### config.mk
export PLATFORM = sky130hd
export DESIGN_NAME = seven_seg_decoder_flat
export DESIGN_NICKNAME = d
export VERILOG_FILES = /design/src/rtl/seven_seg_decoder_if.sv /design/src/rtl/seven_seg_decoder.sv /design/src/flat_wrapper.sv
export SDC_FILE = /design/constraint.sdc
export NUM_CORES = 1
export LEC_CHECK = 0
export ABC_AREA = 1
export BUFFER_PORTS_ARGS = -buffer_cell sky130_fd_sc_hd__clkbuf_2
export CORE_AREA = 4 4 119 121
export CTS_BUF_LIST = sky130_fd_sc_hd__clkbuf_16
export DETAILED_ROUTE_END_ITERATION = 8
export DIE_AREA = 0 0 123 125
export PLACE_DENSITY_LB_ADDON = 0.08
export SLEW_MARGIN = 20
export SYNTH_ARGS = -nofsm -noshare
export SYNTH_HDL_FRONTEND = slang
export SYNTH_SLANG_ARGS = --single-unit
### constraint.sdc
create_clock -name clock -period 3.6 [get_ports clock]
set_input_delay 0.9 -clock clock [delete_from_list [all_inputs] [get_ports clock]]
set_output_delay 0.9 -clock clock [all_outputs]
set_load 0.005 [all_outputs]
### src/rtl/seven_seg_decoder_if.sv
// Bus bundle for the seven-segment receive decoder: the scanned display pins
// and clear on one side, and the rebuilt display state and update strobe on the other.
interface seven_seg_decoder_if;
    logic [7:0]  anode;
    logic [6:0]  cathode;
    logic        clear;
    logic [31:0] digits;
    logic [7:0]  digit_valid;
    logic        update;
    logic [2:0]  update_sel;
    logic [3:0]  update_num;
    logic        frame_done;
    logic        bad_pattern;
    logic        bad_anode;

    // Stimulus / scanner side: drives the pins, observes the decoded result.
    modport master (
        output anode, cathode, clear,
        input  digits, digit_valid, update, update_sel, update_num,
               frame_done, bad_pattern, bad_anode
    );

    // Decoder side.
    modport slave (
        input  anode, cathode, clear,
        output digits, digit_valid, update, update_sel, update_num,
               frame_done, bad_pattern, bad_anode
    );
endinterface

### src/rtl/seven_seg_decoder.sv
// Receive-side decoder for an 8-digit multiplexed seven-segment bus.
// Registers the anode/cathode pins, waits for the pair to settle for
// STABLE_CYCLES, then decodes the segment pattern back to a hex nibble and
// rebuilds the display contents, emitting one update strobe per capture.
// Optional build macro SEVSEG_DEC_CHANGE_ONLY_EN: update fires only when the
// captured nibble is new for that digit.
module seven_seg_decoder #(
    parameter int unsigned STABLE_CYCLES = 16
) (
    input logic                clock,
    input logic                reset_n,
    seven_seg_decoder_if.slave bus
);

    localparam int unsigned CW = $clog2(STABLE_CYCLES + 1);
    localparam logic [CW-1:0] CNT_MAX  = CW'(STABLE_CYCLES);
    localparam logic [CW-1:0] CNT_FIRE = CW'(STABLE_CYCLES - 1);

    // Input stage and the copy used to detect a change from one cycle to the next.
    logic [7:0]    anode_q, anode_qq;
    logic [6:0]    cathode_q, cathode_qq;
    logic [CW-1:0] stab_cnt;

    // Captured display state.
    logic [31:0] digits_q;
    logic [7:0]  valid_q;
    logic [7:0]  seen_q;
    logic        update_q;
    logic [2:0]  sel_q;
    logic [3:0]  num_q;
    logic        frame_q;
    logic        bad_pat_q;
    logic        bad_an_q;

    // Combinational decode of the settled pair.
    logic       changed;
    logic       accept;
    logic       is_blank;
    logic       is_onehot;
    logic [2:0] sel;
    logic       dec_ok;
    logic [3:0] nib;
    logic       do_capture;
    logic       emit;
    logic       set_bad_pat;
    logic       set_bad_an;
    logic [7:0] seen_next;
    logic       frame_complete;

    // Segment pattern to hex nibble; returns {ok, nibble}.
    function automatic logic [4:0] decode_seg(input logic [6:0] seg);
        case (seg)
            7'h3F:   return {1'b1, 4'h0};
            7'h06:   return {1'b1, 4'h1};
            7'h5B:   return {1'b1, 4'h2};
            7'h4F:   return {1'b1, 4'h3};
            7'h66:   return {1'b1, 4'h4};
            7'h6D:   return {1'b1, 4'h5};
            7'h7D:   return {1'b1, 4'h6};
            7'h07:   return {1'b1, 4'h7};
            7'h7F:   return {1'b1, 4'h8};
            7'h6F:   return {1'b1, 4'h9};
            7'h77:   return {1'b1, 4'hA};
            7'h7C:   return {1'b1, 4'hB};
            7'h39:   return {1'b1, 4'hC};
            7'h5E:   return {1'b1, 4'hD};
            7'h79:   return {1'b1, 4'hE};
            7'h71:   return {1'b1, 4'hF};
            default: return {1'b0, 4'h0};
        endcase
    endfunction

    // Classify the settled pair and decide what the accept event does.
    always_comb begin
        // NOTE: every signal gets a default before any branch so no latch is inferred.
        sel            = 3'd0;
        dec_ok         = 1'b0;
        nib            = 4'h0;
        emit           = 1'b0;

        changed   = (anode_q != anode_qq) || (cathode_q != cathode_qq);
        accept    = (stab_cnt == CNT_FIRE);
        is_blank  = (anode_qq == 8'hFF);
        is_onehot = $onehot(~anode_qq);

        for (int i = 0; i < 8; i++) begin
            if (!anode_qq[i]) sel = i[2:0];
        end

        {dec_ok, nib} = decode_seg(cathode_qq);

        do_capture  = accept && is_onehot && dec_ok;
        set_bad_pat = accept && is_onehot && !dec_ok;
        set_bad_an  = accept && !is_blank && !is_onehot;

`ifdef SEVSEG_DEC_CHANGE_ONLY_EN
        emit = do_capture && (!valid_q[sel] || (digits_q[4*sel +: 4] != nib));
`else
        emit = do_capture;
`endif

        seen_next      = seen_q | (8'b1 << sel);
        frame_complete = do_capture && (seen_next == 8'hFF);
    end

    // Register the pins and count how long the registered pair has held still.
    always_ff @(posedge clock) begin
        // NOTE: sequential state uses non-blocking assignments so every register
        // samples the pre-edge values regardless of statement order.
        if (!reset_n) begin
            anode_q    <= '0;
            anode_qq   <= '0;
            cathode_q  <= '0;
            cathode_qq <= '0;
            stab_cnt   <= '0;
        end else begin
            anode_q    <= bus.anode;
            cathode_q  <= bus.cathode;
            anode_qq   <= anode_q;
            cathode_qq <= cathode_q;
            if (changed)
                stab_cnt <= '0;
            else if (stab_cnt != CNT_MAX)
                stab_cnt <= stab_cnt + 1'b1;
        end
    end

    // Apply an accept event to the display image, strobes and sticky flags.
    always_ff @(posedge clock) begin
        // NOTE: the digit store is only 32 flops, so it is reset with everything
        // else; readers can rely on zeros after reset without checking digit_valid.
        if (!reset_n) begin
            digits_q  <= '0;
            valid_q   <= '0;
            seen_q    <= '0;
            update_q  <= 1'b0;
            sel_q     <= '0;
            num_q     <= '0;
            frame_q   <= 1'b0;
            bad_pat_q <= 1'b0;
            bad_an_q  <= 1'b0;
        end else if (bus.clear) begin
            // Clear wins over a coincident accept; the strobe fields keep their last values.
            digits_q  <= '0;
            valid_q   <= '0;
            seen_q    <= '0;
            update_q  <= 1'b0;
            frame_q   <= 1'b0;
            bad_pat_q <= 1'b0;
            bad_an_q  <= 1'b0;
        end else begin
            update_q <= emit;
            frame_q  <= frame_complete;
            if (emit) begin
                sel_q <= sel;
                num_q <= nib;
            end
            if (do_capture) begin
                digits_q[4*sel +: 4] <= nib;
                valid_q[sel]         <= 1'b1;
                seen_q               <= frame_complete ? 8'h00 : seen_next;
            end
            if (set_bad_pat) bad_pat_q <= 1'b1;
            if (set_bad_an)  bad_an_q  <= 1'b1;
        end
    end

    assign bus.digits      = digits_q;
    assign bus.digit_valid = valid_q;
    assign bus.update      = update_q;
    assign bus.update_sel  = sel_q;
    assign bus.update_num  = num_q;
    assign bus.frame_done  = frame_q;
    assign bus.bad_pattern = bad_pat_q;
    assign bus.bad_anode   = bad_an_q;

endmodule

### src/flat_wrapper.sv
// flat-port wrapper written by rule: the top's interface ports become plain ports
module seven_seg_decoder_flat 
#(
    parameter int unsigned STABLE_CYCLES = 16
)
  (clock, reset_n, bus_anode, bus_cathode, bus_clear, bus_digits, bus_digit_valid, bus_update, bus_update_sel, bus_update_num, bus_frame_done, bus_bad_pattern, bus_bad_anode);
  seven_seg_decoder_if bus_i ();
  input logic clock;
  input logic reset_n;
  input wire logic [$bits(bus_i.anode)-1:0] bus_anode;
  input wire logic [$bits(bus_i.cathode)-1:0] bus_cathode;
  input wire logic [$bits(bus_i.clear)-1:0] bus_clear;
  output wire logic [$bits(bus_i.digits)-1:0] bus_digits;
  output wire logic [$bits(bus_i.digit_valid)-1:0] bus_digit_valid;
  output wire logic [$bits(bus_i.update)-1:0] bus_update;
  output wire logic [$bits(bus_i.update_sel)-1:0] bus_update_sel;
  output wire logic [$bits(bus_i.update_num)-1:0] bus_update_num;
  output wire logic [$bits(bus_i.frame_done)-1:0] bus_frame_done;
  output wire logic [$bits(bus_i.bad_pattern)-1:0] bus_bad_pattern;
  output wire logic [$bits(bus_i.bad_anode)-1:0] bus_bad_anode;
  assign bus_i.anode = bus_anode;
  assign bus_i.cathode = bus_cathode;
  assign bus_i.clear = bus_clear;
  assign bus_digits = bus_i.digits;
  assign bus_digit_valid = bus_i.digit_valid;
  assign bus_update = bus_i.update;
  assign bus_update_sel = bus_i.update_sel;
  assign bus_update_num = bus_i.update_num;
  assign bus_frame_done = bus_i.frame_done;
  assign bus_bad_pattern = bus_i.bad_pattern;
  assign bus_bad_anode = bus_i.bad_anode;
  seven_seg_decoder #(.STABLE_CYCLES(STABLE_CYCLES)) u_core (.clock(clock), .reset_n(reset_n), .bus(bus_i));
endmodule
# Word level (Yosys, flattened, before mapping)
# Index checks and enable logic that the tools add are counted.
# classes
add_sub_neg	9
order_cmp	2
n_eq_ne	23
shifts	3
muxes	12
n_bitwise	5
n_reduce_logical	14
# op_table
operator	n
$eq 7x7->1 const B	12
$pmux 5 s16	1
$neg 5->34	1
$shift 4x34->32 const A	1
$shiftx 4x34->32	1
$bwmux 32	1
$eq 8x8->1 const B	2
$or 8x8->8	2
$eq 7x3->1 const B	2
$eq 7x6->1 const B	2
$add 4x4->4	3
$mux 3	4
$add 1x1->2	4
$mux 8	1
$ne 8x8->1	1
$not 8->8	1
$shl 1x3->8 const A	1
$logic_and 1x1->1	7
$ne 7x7->1	1
$add 5x1->5 const B	1
$eq 5x4->1 const B	1
$ne 5x5->1 const B	1
$eq 4x1->1 const B	1
$lt 3x4->1 const B	1
9 further kinds	15
# totals
ff_bits	94
inputBits	18
out_inout_bits	51
elab_cells	82

# Depth between registers and ports, before layout
# Gate-level depths: netlist of run 1.
# depth
ltp_word	12
depth_mapped	17
mapped_depth_nobuf	17

# Worst setup path before layout of run 1
# Ideal clock, no wire load.
# synth_timing
path_type	register to register
startpoint	register u_core.anode_qq[0]
endpoint	register u_core.digits_q[7] (netlist: u_core.bus.digits[7])
setup_ps	116
arrival_time_ps	3166
required_ps	3484
slack_ps	318
path_stages_with_launch	16
n_path_buf	1
synth_period_minus_slack_ps	3282
path_cell_list	dfxtp_1 inv_1 ha_1 fa_1 inv_1 fa_1 inv_1 ha_1 fa_1 nor2_1 nand3_1 nor2_4 buf_6 nand2_1 o21ai_0 nor2_1
# synth_between
elab_chain_len	7
# synth_rtl
element	line	rtl
from (decl)	seven_seg_decoder.sv:20	logic [7:0] anode_q, anode_qq;
from (signal assigned)	seven_seg_decoder.sv:119	anode_qq <= anode_q;
$not 8->8	seven_seg_decoder.sv:84	is_onehot = $onehot(~anode_qq);
$add 1x1->2 (implied by the code)	seven_seg_decoder.sv:84	
$add 4x4->4 (implied by the code) (2 in a row)	seven_seg_decoder.sv:84	
$eq 4x1->1	seven_seg_decoder.sv:84	
$logic_and 1x1->1 (2 in a row)	seven_seg_decoder.sv:92	do_capture = accept && is_onehot && dec_ok;
to (signal, indexed assignment)	seven_seg_decoder.sv:159	digits_q[4*sel +: 4] <= nib;
to (decl)	seven_seg_decoder.sv:25	logic [31:0] digits_q;
# Every way passes these cells.
# A chain may end at the register's enable or synchronous reset.

# Worst setup path after layout of run 1
# layout_timing
startpoint	register u_core.anode_qq[0]
endpoint	register u_core.digits_q[26] (netlist: u_core.bus.digits[26])
# The elaborated chain is that of the path after synthesis.

==> results.cfg, run 1 <==
[run_status]
status = finished, final reports clean

[power]
total_power_uw = 2070
cellPowerDensity_mw_per_mm2 = 376
power_frac_clock_pct = 41.0
irDropWorstVdd_v = 0.000154
p_int_uw = 1570
power.share.combinational_pct = 7.2
seq_power_share_pct = 51.8
p_leak_uw = 0.00281
p_sw_share_pct = 24.0
switchingPower_uw = 495

[layout]
nets = 773
finalNonFillerCells = 912
drive_gt1_share_pct = 18.5
num-fill-cells = 1406
syn_to_final_growth_pct = 22.6
antennaDiodeCount = 0
fin_util_pct = 42.0

[clock_network]
cts_root_buffer = clkbuf_16
htreeDepth = 3
cts.clk_slew.worst_paths_ps = 60
clk-insertion-delay-late_ps = 350
cts_buffer_depth = 2
cts_buffers = 9
cts_sinks = 94
cts_tree = built

[global_routing]
antenna_found_initial = 0
gr-max-usage-layer = met2
met2_usage_pct = 26.4
grt_pass1_wl_microns = 19400
grt_use_total_pct = 16.0
gr-usage-met1_pct = 20.7
grt_start_max_net_pins = 33
grt_overflow = 0
use_met3_pct = 2.76
grt_pass1_vias = 3960

[sta]
layout_min_cycle_time_ps = 3440
drv_slew = 0
timing.hold.ws_ps = 446
min_period_over_period_pct = 95.5
fmax_mhz = 291
setup_viol = 0
tightestPinTransition_ps = 529
fin_ws_ps = 164
clock_skew_ps = 8.01
relSlewSlack_pct = 64.7
hold_viol = 0

[floorplan]
io_pins = 69
dieArea_sq_mm = 0.0154
die_h_microns = 125
rows = 42
start_util_pct = 34.2
die_x_microns = 123
core_area_sq_mm = 0.0131

[critical_path]
critPathRequiredTime_ps = 3880
path_class = flip-flop to flip-flop
cp.arrival_ps = 3720
worst-path-max-fanout = 11
start_kind = flip-flop
end_kind = flip-flop

[routing]
wirelength_microns = 11600
ant_nets = 0
wl_per_cell_microns = 12.7
firstDrtPassIters = 4
drc = 0
num_vias = 4062
drt-initial-drc-count = 159
vias_per_cell = 4.45

[synthesis]
async_flop_share_pct = 0
synth-edff-count = 0
ys_seq_area_share_pct = 42.0
synth.top_cell.area_share_pct = 42.0
synth_commonest_cells = nand2_1 (177), nor2_1 (110), inv_1 (106)
ys_ff_latch = 94
postSynthCellCount = 646
syn-cell-area_sq_mm = 0.00448
post-synth-top-count-cell = nand2_1
synthTopCellsByArea = dfxtp_1 (42%), nand2_1 (15%), nor2_1 (9.2%)
synth.distinct_cells = 35
syn_avg_cell_area_sq_um = 6.93
synth-main-ff-cell = dfxtp_1
syn-num-nets = 687
yosysWarnings = 0
yosys.area.top_type = dfxtp_1

[placement]
gp_congestion = 0.893
dp_hpwl_microns = 9060
dp_slack_ps = -87.9
dp_cells = 894
numPortBuffers = 68

[min_path]
hp-class = flip-flop to flip-flop

[flow_run]
maxCapViolCount = 0
[cell usage in the layout (no fill, tap or decap), types with 3 or more instances in the layout]
cell / instances
o22ai_1: 3
inv_1: 107
a21oi_1: 24
buf_4: 17
clkbuf_16: 9
clkbuf_2: 68
nor2_1: 103
xnor2_1: 3
nand3_2: 5
o21ai_0: 5
nand3_1: 27
clkinv_1: 3
fa_1: 3
nor2_2: 9
dfxtp_1: 92
nor2_4: 5
o21ai_1: 5
nand2_1: 174
nor3_1: 4
nand2_2: 6
nand4_1: 15
ha_1: 17
[what timing repair did]
item / in CTS / in global routing
gates resized for setup: 3 / 22
gates cloned: 0 / 0
setup buffers: 1 / 2
setup endpoints to repair: 30 / 57
hold buffers: 0 / 0
pin swaps: 1 / 2
[kinds of logic (layout without fill, tap and decap cells)]
group / count (synthesis) / in the layout / share of synthesized area [%]
buffers and inverters: 121 / 211 / 10.5
flip-flops: 94 / 94 / 42.0
AO/OA/AOI/OAI: 47 / 47 / 6.01
XOR/XNOR: 5 / 5 / 0.978
AND/OR/NAND/NOR: 356 / 356 / 33.4
adder cells (fa/ha/maj): 23 / 23 / 7.10
[per-stage QoR]
step | cell area, sq um | TNS (ps)
after floorplan | 4480 | 0
after global placement | 5110 | -16.3
after detailed placement | 5110 | -504
after global routing | 5490 | -106
final | 5490 | 0
after CTS | 5390 | 0
[flip-flops by register name (all words and copies together), names as in the netlist, 3 cells and up]
| signal | count |
|---|---|
| u_core.stab_cnt | 5 |
| u_core.cathode_q | 7 |
| u_core.bus.update_num | 4 |
| u_core.bus.update_sel | 3 |
| u_core.cathode_qq | 7 |
| u_core.anode_qq | 8 |
| u_core.anode_q | 8 |
| u_core.bus.digit_valid | 8 |
| u_core.seen_q | 8 |
| u_core.bus.digits | 32 |
[critical path: stages, from the launching register on]
cell     delay, ps
dfxtp_1        330
inv_1           60
ha_2           180
fa_1           520
inv_1           50
fa_1           530
inv_1           40
ha_1           200
fa_1           440
nor2_2         150
nand3_2        130
nor2_4         150
buf_12         140
buf_12         130
nand3_4        100
nand2_1         80
nand2_1         50
nor2_1          90
[power groups by stage]
stage	clock (uW)	combinational, uW	sequential (uW)
2_1_floorplan	0	95.1	1090
3_3_place_gp	0	135	1090
3_5_place_dp	0	139	1090
4_1_cts	878	140	1070
5_1_grt	923	175	1070
6_report	847	149	1070
[area by class of cell]
| type | count | area, sq um | area share, % |
|---|---|---|---|
| Sequential cell | 94 | 1880 | 34.3 |
| Multi-Input combinational cell | 431 | 2210 | 40.3 |
| Tap cell | 176 | 220 | 4.01 |
| Timing Repair Buffer | 87 | 508 | 9.25 |
| Clock inverter | 6 | 31.3 | 0.569 |
| Inverter | 109 | 409 | 7.45 |
| Clock buffer | 9 | 225 | 4.10 |
[path summary, 6_finish.rpt]
check	start	endpoint	slack (ps)	cells past startpoint
setup / recovery	u_core.anode_qq[0]$_SDFF_PN0_	u_core.bus.digits[26]$_SDFFE_PP0P_	160	17
hold / removal	u_core.bus.digits[4]$_SDFFE_PP0P_	u_core.bus.digits[4]$_SDFFE_PP0P_	450	2
setup reg to reg	u_core.anode_qq[0]$_SDFF_PN0_	u_core.bus.digits[26]$_SDFFE_PP0P_	160	17
hold reg to reg	u_core.bus.digits[4]$_SDFFE_PP0P_	u_core.bus.digits[4]$_SDFFE_PP0P_	450	2
[layer usage]
| layer | vias up | share of wire [%] | wire (microns) |
|---|---|---|---|
| met5 | - | 0 | 0 |
| met1 | 1820 | 47 | 5480 |
| met4 | 0 | 1.8 | 203 |
| met2 | 72 | 47 | 5490 |
| met3 | 12 | 3.4 | 390 |
| li1 | 2158 | - | - |
(Power assumes the default switching activity.)
==> run 2: changes to the inputs <==
--- a/config.mk
+++ b/config.mk
@@ -6,11 +6,11 @@
 export NUM_CORES = 1
 export LEC_CHECK = 0
 export ABC_AREA = 1
-export BUFFER_PORTS_ARGS = -buffer_cell sky130_fd_sc_hd__clkbuf_2
 export CORE_AREA = 4 4 119 121
 export CTS_BUF_LIST = sky130_fd_sc_hd__clkbuf_16
 export DETAILED_ROUTE_END_ITERATION = 8
 export DIE_AREA = 0 0 123 125
+export DONT_BUFFER_PORTS = 1
 export PLACE_DENSITY_LB_ADDON = 0.08
 export SLEW_MARGIN = 20
 export SYNTH_ARGS = -nofsm -noshare
==> run 2 against run 1 <==
  * Combinational power decreased by 9%
  * Sequential power barely moved
  * Largest cell class unchanged
  * Highest routed layer unchanged
  * Final cell count decreased by 7.5%
==> results.cfg, run 2 (synthesis results as in run 1) <==
[run_status]
status = finished, final reports clean

[global_routing]
grt_pass1_wl_microns = 18400
antenna_found_initial = 0
grt_pass1_vias = 3614
grt_use_total_pct = 15.4
grt_overflow = 0
grt_start_max_net_pins = 34

[routing]
wirelength_microns = 11600
firstDrtPassIters = 6
wl_per_cell_microns = 13.7
num_vias = 3819
ant_nets = 0
drc = 0
drt-initial-drc-count = 172
vias_per_cell = 4.52

[floorplan]
start_util_pct = 34.2
dieArea_sq_mm = 0.0154
rows = 42
core_area_sq_mm = 0.0131
die_x_microns = 123
io_pins = 69
die_h_microns = 125

[critical_path]
critPathRequiredTime_ps = 3840
worst-path-max-fanout = 6
path_class = flip-flop to flip-flop
reg2reg_slack_ps = 210
start_kind = flip-flop
end_kind = flip-flop
cp.arrival_ps = 3630

[clock_network]
clk-insertion-delay-late_ps = 350
cts.clk_slew.worst_paths_ps = 70
cts_sinks = 94
cts_buffers = 9
cts_tree = built
cts_buffer_depth = 2
htreeDepth = 3
cts_root_buffer = clkbuf_16

[sta]
fmax_mhz = 295
drv_slew = 0
timing.hold.ws_ps = 447
clock_skew_ps = 9.00
hold_viol = 0
tightestPinTransition_ps = 498
setup_viol = 0
relSlewSlack_pct = 66.7
min_period_over_period_pct = 94.2
layout_min_cycle_time_ps = 3390

[layout]
largest_reg_flops = 32
final_cell_mix = nand2_1 (176), nor2_1 (106), inv_1 (102), dfxtp_1 (88), nand3_1 (27)
nets = 705
finalNonFillerCells = 844
layout_commonest_cell = nand2_1
drive_gt1_share_pct = 11.2
num-fill-cells = 1373
syn_to_final_growth_pct = 15.8
antennaDiodeCount = 0

[flow_run]
maxCapViolCount = 0

[placement]
dp_cells = 822
dp_hpwl_microns = 8780
gp_congestion = 0.864
numPortBuffers = 0

[min_path]
hp-class = flip-flop to flip-flop

[power]
cellPowerDensity_mw_per_mm2 = 400
p_leak_uw = 0.00250
irDropWorstVdd_v = 0.000239
-- run 2: cell types whose count changed in the layout (fill, tap and decap cells not counted), sizes merged --
cell / delta
clkbuf: -66
inv: -1
clkinvlp: +1
buf: -2
-- run 2: area by class of cell --
type                       instances  area, sq um  share of cell area (%)
multi-input combinational        431         2200                    42.5
sequential                        94         1890                    36.4
inverter                         109          409                    7.89
clock buffer                       9          225                    4.34
tap                              176          220                    4.25
timing repair buffer              19          198                    3.81
clock inverter                     6         40.0                   0.772
-- run 2: worst max-delay path, stage by stage, from the launching register on --
cell     delay [ps]
dfxtp_2         340
inv_1            70
ha_2            320
inv_1            50
fa_2            360
fa_1            500
inv_1            40
ha_2            160
fa_1            460
nor2_2          160
nand3_2         130
nor2_4          180
buf_12          150
nand2_1         110
o21ai_0         190
nor2_1           50
-- run 2: worst paths after layout --
| check | cells after the start | start | to |
|---|---|---|---|
| setup / recovery | 15 | u_core.anode_qq[3]$_SDFF_PN0_ | u_core.bus.digits[7]$_SDFFE_PP0P_ |
| hold / removal | 2 | u_core.seen_q[0]$_SDFFE_PP0P_ | u_core.seen_q[0]$_SDFFE_PP0P_ |
| setup reg to reg | 15 | u_core.anode_qq[3]$_SDFF_PN0_ | u_core.bus.digits[7]$_SDFFE_PP0P_ |
| hold reg to reg | 2 | u_core.seen_q[0]$_SDFFE_PP0P_ | u_core.seen_q[0]$_SDFFE_PP0P_ |
-- run 2: timing repair --
action / 4_1_cts / 5_1_grt
buffers inserted: 0 / 5
resized for setup: 3 / 27
cloned: 0 / 2
setup endpoints to repair: 15 / 56
pin swaps: 0 / 8
hold buffers: 0 / 0
-- run 2: metrics by stage --
step	util [%]	setup WS (ps)	power [uW]	area, sq um	setup TNS, ps
floorplan	-	318	1190	4480	0
global placement	36.2	54.0	1210	4740	0
detailed placement	36.2	-72.9	1220	4740	-734
CTS	38.4	-3.30	2090	5020	-3.30
global route	39.6	-5.76	2190	5190	-7.41
finish	39.6	210	2080	5190	0
-- run 2: routing by layer --
layer  GRT usage, %  wire [microns]  share of wire (%)  up-vias
met5              0               0                  0        -
met4           5.28             206                1.8        0
met3           4.74             705                6.1       12
met2           24.7            5360                 46       68
met1           19.6            5290                 46     1723
li1               -               -                  -     2016
-- run 2: power by group --
group | switching, uW | internal (uW) | leakage [uW]
Clock | 409 | 462 | 0.000121
Combinational | 81.3 | 53.2 | 0.00162
Sequential | 14.2 | 1060 | 0.000766
